--- src/rtl/alu_arbiter_pkg.sv ---
// Shared ALU opcodes and arbiter FSM encodings.
// Used by the ALU decoder, the arbiter and the bench.
package alu_arbiter_pkg;

  localparam logic [3:0] OP_ADD   = 4'b0000;
  localparam logic [3:0] OP_SUB   = 4'b0001;
  localparam logic [3:0] OP_LOAD  = 4'b0010;
  localparam logic [3:0] OP_STORE = 4'b0011;
  localparam logic [3:0] OP_MOV   = 4'b0100;
  localparam logic [3:0] OP_CPY   = 4'b0101;
  localparam logic [3:0] OP_NAND  = 4'b0110;
  localparam logic [3:0] OP_OR    = 4'b0111;
  localparam logic [3:0] OP_SLL   = 4'b1000;
  localparam logic [3:0] OP_SRL   = 4'b1001;
  localparam logic [3:0] OP_RST   = 4'b1010;
  localparam logic [3:0] OP_HALT  = 4'b1011;
  localparam logic [3:0] OP_LUT   = 4'b1100;
  localparam logic [3:0] OP_LT    = 4'b1101;
  localparam logic [3:0] OP_EQL   = 4'b1110;

  typedef enum logic [1:0] {
    ST_IDLE   = 2'b00,
    ST_EXEC   = 2'b01,
    ST_HALTED = 2'b10
  } state_e;

endpackage

--- src/rtl/rr_arbiter2.sv ---
// Two-way round-robin pick; pointer flips away from
// the requester that was just served.
module rr_arbiter2 #(
  parameter bit RR_INIT = 1'b0
) (
  input  logic clk_i,
  input  logic rst_ni,
  input  logic req0_i,
  input  logic req1_i,
  input  logic upd_i,
  input  logic upd_id_i,
  output logic valid_o,
  output logic sel_o
);

  logic ptr_q, ptr_d;

  always_comb begin
    valid_o = req0_i | req1_i;
    sel_o   = 1'b0;
    unique case (1'b1)
      (req0_i & req1_i):  sel_o = ptr_q;
      (req1_i & ~req0_i): sel_o = 1'b1;
      default:            sel_o = 1'b0;
    endcase
  end

  always_comb begin
    ptr_d = ptr_q;
    if (upd_i) ptr_d = ~upd_id_i;
  end

  always_ff @(posedge clk_i or negedge rst_ni) begin
    if (!rst_ni) ptr_q <= RR_INIT;
    else         ptr_q <= ptr_d;
  end

endmodule

--- src/rtl/alu_arbiter.sv ---
// Shares one 8-bit ALU between execute (port 0) and
// branch/compare (port 1); owns carry and halt state.
module alu_arbiter
  import alu_arbiter_pkg::*;
#(
  parameter bit RR_INIT = 1'b0
) (
  input  logic       Clk,
  input  logic       Reset_n,
  input  logic       Req0,
  input  logic       Req1,
  input  logic [7:0] OpA0,
  input  logic [7:0] OpA1,
  input  logic [7:0] OpB0,
  input  logic [7:0] OpB1,
  input  logic [3:0] Op0,
  input  logic [3:0] Op1,
  output logic       Gnt0,
  output logic       Gnt1,
  output logic       RspValid0,
  output logic       RspValid1,
  output logic [7:0] Result,
  output logic [7:0] AluA,
  output logic [7:0] AluB,
  output logic [3:0] AluOp,
  output logic       AluOvIn,
  input  logic [7:0] AluOut,
  input  logic       AluOvOut,
  output logic       Carry,
  output logic       Halted
);

  state_e     state_q, state_d;
  logic       id_q, id_d;
  logic [7:0] a_q, a_d;
  logic [7:0] b_q, b_d;
  logic [3:0] op_q, op_d;
  logic [7:0] res_q, res_d;
  logic       carry_q, carry_d;
  logic [1:0] rsp_q, rsp_d;
  logic       arb_valid, arb_sel, upd;

  rr_arbiter2 #(
    .RR_INIT (RR_INIT)
  ) u_rr (
    .clk_i    (Clk),
    .rst_ni   (Reset_n),
    .req0_i   (Req0),
    .req1_i   (Req1),
    .upd_i    (upd),
    .upd_id_i (id_q),
    .valid_o  (arb_valid),
    .sel_o    (arb_sel)
  );

  always_comb begin
    state_d = state_q;
    id_d    = id_q;
    a_d     = a_q;
    b_d     = b_q;
    op_d    = op_q;
    res_d   = res_q;
    carry_d = carry_q;
    rsp_d   = 2'b00;
    upd     = 1'b0;
    unique case (state_q)
      ST_IDLE: begin
        if (arb_valid) begin
          id_d    = arb_sel;
          a_d     = arb_sel ? OpA1 : OpA0;
          b_d     = arb_sel ? OpB1 : OpB0;
          op_d    = arb_sel ? Op1 : Op0;
          state_d = ST_EXEC;
        end
      end
      ST_EXEC: begin
        res_d        = AluOut;
        upd          = 1'b1;
        rsp_d[id_q]  = 1'b1;
        // Only add writes the flag; rst clears it.
        if (op_q == OP_ADD)      carry_d = AluOvOut;
        else if (op_q == OP_RST) carry_d = 1'b0;
        state_d = (op_q == OP_HALT) ? ST_HALTED : ST_IDLE;
      end
      ST_HALTED: state_d = ST_HALTED;
      default:   state_d = ST_IDLE;
    endcase
  end

  always_ff @(posedge Clk or negedge Reset_n) begin
    if (!Reset_n) begin
      state_q <= ST_IDLE;
      id_q    <= 1'b0;
      a_q     <= '0;
      b_q     <= '0;
      op_q    <= '0;
      res_q   <= '0;
      carry_q <= 1'b0;
      rsp_q   <= '0;
    end else begin
      state_q <= state_d;
      id_q    <= id_d;
      a_q     <= a_d;
      b_q     <= b_d;
      op_q    <= op_d;
      res_q   <= res_d;
      carry_q <= carry_d;
      rsp_q   <= rsp_d;
    end
  end

  assign Gnt0      = (state_q == ST_EXEC) & ~id_q;
  assign Gnt1      = (state_q == ST_EXEC) & id_q;
  assign RspValid0 = rsp_q[0];
  assign RspValid1 = rsp_q[1];
  assign Result    = res_q;
  assign AluA      = a_q;
  assign AluB      = b_q;
  assign AluOp     = op_q;
  assign AluOvIn   = carry_q;
  assign Carry     = carry_q;
  assign Halted    = (state_q == ST_HALTED);

endmodule

--- config.mk ---
export PLATFORM = sky130hd
export DESIGN_NAME = alu_arbiter
export DESIGN_NICKNAME = d
export VERILOG_FILES = /design/src/rtl/alu_arbiter_pkg.sv /design/src/rtl/rr_arbiter2.sv /design/src/rtl/alu_arbiter.sv
export SDC_FILE = /design/constraint.sdc
export NUM_CORES = 1
export LEC_CHECK = 0
export CAP_MARGIN = 20
export CORE_UTILIZATION = 36
export CTS_CLUSTER_DIAMETER = 40
export DETAILED_ROUTE_END_ITERATION = 8
export HOLD_SLACK_MARGIN = 0.03
export PLACE_DENSITY = 0.79
export RECOVER_POWER = 50
export SLEW_MARGIN = 30
export SYNTH_ARGS = -nofsm -noshare
export SYNTH_HDL_FRONTEND = slang
export SYNTH_SLANG_ARGS = --single-unit
--- constraint.sdc ---
create_clock -name Clk -period 1.1 [get_ports Clk]
set_input_delay 0.22 -clock Clk [delete_from_list [all_inputs] [get_ports Clk]]
set_output_delay 0.22 -clock Clk [all_outputs]
set_load 0.02 [all_outputs]
==> metrics <==
Synth warnings=0; r2r setup slk=-0.19 ns; routability cong.=between 0.7 and 0.8; ys flop type=dfrtp_1; VDD IR max=~1.3 mV; relative slew slack=0.673; filler instances=between 300 and 400; Slew Limit Fails=0; DR vias=~1900; Initial DRC Count=~110; cts bufs inserted=5; worst min path class=in2reg; post-synthesis average cell area=9.62 um2; Vias/cell=approximately 5.4; Clock Tree Buf Depth=2; drt first pass iters=8; Placed Cells=between 300 and 400; Syn-to-layout area delta=71.3%; routed wire length=~5.7 mm; chip width=71.6 um; worst-margin pin slew=0.491 ns; number of synthesized flops with an enable pin=0; Critical Path Sink Type=output pin; Async S/R FF share, synth=1.00; synthesized cell area=about 1700 um2; clock sinks=35; Post-Synthesis Cells=~180; H-Tree Level Count=2; failing checks=setup timing; max cap viols=0; Clock Pin Slew Worst Setup and Hold Paths=roughly 0.07 ns; layout cells sized above 1=0.414; synthesized flop and latch total=35; global-route wire length before repair=8.80 mm; period utilization=1.18; Remaining Overflow, GRT=0; most common cell after layout, fill and taps aside=clkdlybuf4s50_1; minimum clock period=between 1 and 1.5 ns; P per Cell Area=between 2000 and 3000 nW/um2; I/O pin count=slightly below 90; CTS tree=built; Final Skew=0.00376 ns; syn nets=between 200 and 250; Remaining DRCs=0; synth unique cells=23; Tot GR Track Use=0.220; Worst Path Required=roughly 0.88 ns; most frequent cells in the layout=clkdlybuf4s50_1 (50), dfrtp_1 (33), buf_2 (33); critical path launch point type=flop; CTS root buffer=clkbuf_8; final cell count without fillers=349; Clock Latency Late Sink=approximately 0.29 ns; initial core utilization=0.387; Chip Height=about 70 um; worst-path maximum fanout=3; part of the Yosys area used for sequential elements=0.503; CP Class=reg2out; RSZ-0062 raised after global routing=true; initial antenna violation count=0; final core occ=0.663; HPWL Detailed=~3.7 mm; setup ws final=-0.196 ns; Avg WL per Cell=16.4 um; die area=5120 um2; worst hold slack=0.400 ns; fmax=between 700 and 800 MHz; pin count of the biggest net entering global routing=36; status=finished with violations; core area=roughly 4500 um2; Core Rows=24; Critical Path AT=between 1 and 1.5 ns; endpoints failing hold=0; vias in the first global route=1930; ANT nets after route=0; layout net count=between 300 and 400; ant diodes=0; Final Setup Violations=25; I/O Buffers=87; Lkg Pwr=0.00127 uW
final cells by class:
| cell class | count | area (um2) | share of cell area |
|---|---|---|---|
| Timing Repair Buffer | 122 | 1010 | 0.340 |
| Sequential cell | 35 | 878 | 0.294 |
| Tap cell | 52 | 65.1 | 0.0218 |
| Inverter | 2 | 7.51 | 0.00252 |
| Clock inverter | 1 | 5.00 | 0.00168 |
| Clock buffer | 7 | 76.3 | 0.0256 |
| Multi-Input combinational cell | 130 | 938 | 0.314 |
kinds of logic after synthesis:
group                  share of synthesized area
AOI/OAI and AO/OA                          0.272
and+or+nand+nor                            0.168
DFF                                        0.503
buffers and inverters                     0.0575
registers in the layout (all words and copies together) (netlist names):
register	cells
AluA	8
AluB	8
Result	8
AluOp	4
rsp_q	2
state_q	2
AluOvIn	1
id_q	1
u_rr.ptr_q	1
cells in the mapped netlist (2+ instances only):
| master | count | area, um2 |
|---|---|---|
| o21ai_0 | 20 | 100 |
| inv_1 | 2 | 7.51 |
| buf_2 | 8 | 40.0 |
| dfrtp_1 | 35 | 876 |
| nand2b_1 | 2 | 12.5 |
| a31oi_2 | 19 | 238 |
| nor2_1 | 7 | 26.3 |
| nand2_1 | 25 | 93.8 |
| nand3_1 | 21 | 105 |
| clkbuf_1 | 6 | 22.5 |
| a21oi_1 | 20 | 100 |
| nor2b_1 | 4 | 25.0 |
| buf_6 | 2 | 22.5 |
power by group:
part / switching (uW) / internal, uW
Combinational: 3030 / 2470
Sequential: 391 / 1950
Clock: 464 / 444
Total: 3880 / 4860
repair_timing:
action                                  CTS  global route
pin swaps                                 1             3
hold buffers                              1             0
endpoints found under the hold margin    35             0
buffers inserted                          0             1
gates resized for setup                 164            31
cloned                                    3             3
endpoints found under the setup margin   66            34
critical path, stage by stage (launching register included):
cell and delay (ns):
dfrtp_1 0.39, nand2b_4 0.17, nor2_4 0.10, buf_6 0.12
through the flow:
| stage | power [uW] | area (um2) | worst slack (ns) | TNS, ns |
|---|---|---|---|---|
| detailed placement | 7310 | 2830 | -0.490 | -13.30 |
| global route | 9250 | 2980 | -0.242 | -5.40 |
| floorplan | 4990 | 1750 | 0.00319 | 0 |
| global placement | 7190 | 2830 | -0.447 | -12.56 |
| finish | 8740 | 2980 | -0.196 | -4.04 |
| CTS | 8050 | 2840 | -0.200 | -4.16 |
final timing paths:
| kind | start | to | cells past startpoint |
|---|---|---|---|
| max in group asynchronous | Reset_n | state_q[0] | 3 |
| min in group asynchronous | Reset_n | AluOvIn | 3 |
| worst max-delay path | state_q[1] | Gnt1 | 3 |
| worst max register to register | state_q[0] | AluA[2] | 3 |
| worst min register to register | Result[4] | Result[4] | 2 |
| worst min-delay path | Req1 | id_q | 3 |
layer usage:
layer  vias to the layer above  wire length [um]  track usage
met5                         -                 0            0
met4                         0               106       0.0980
met3                        12               430       0.0506
met2                       102              2930        0.383
met1                       889              2250        0.260
li1                        874                 -            -
Power figures use the tool's default switching activity.
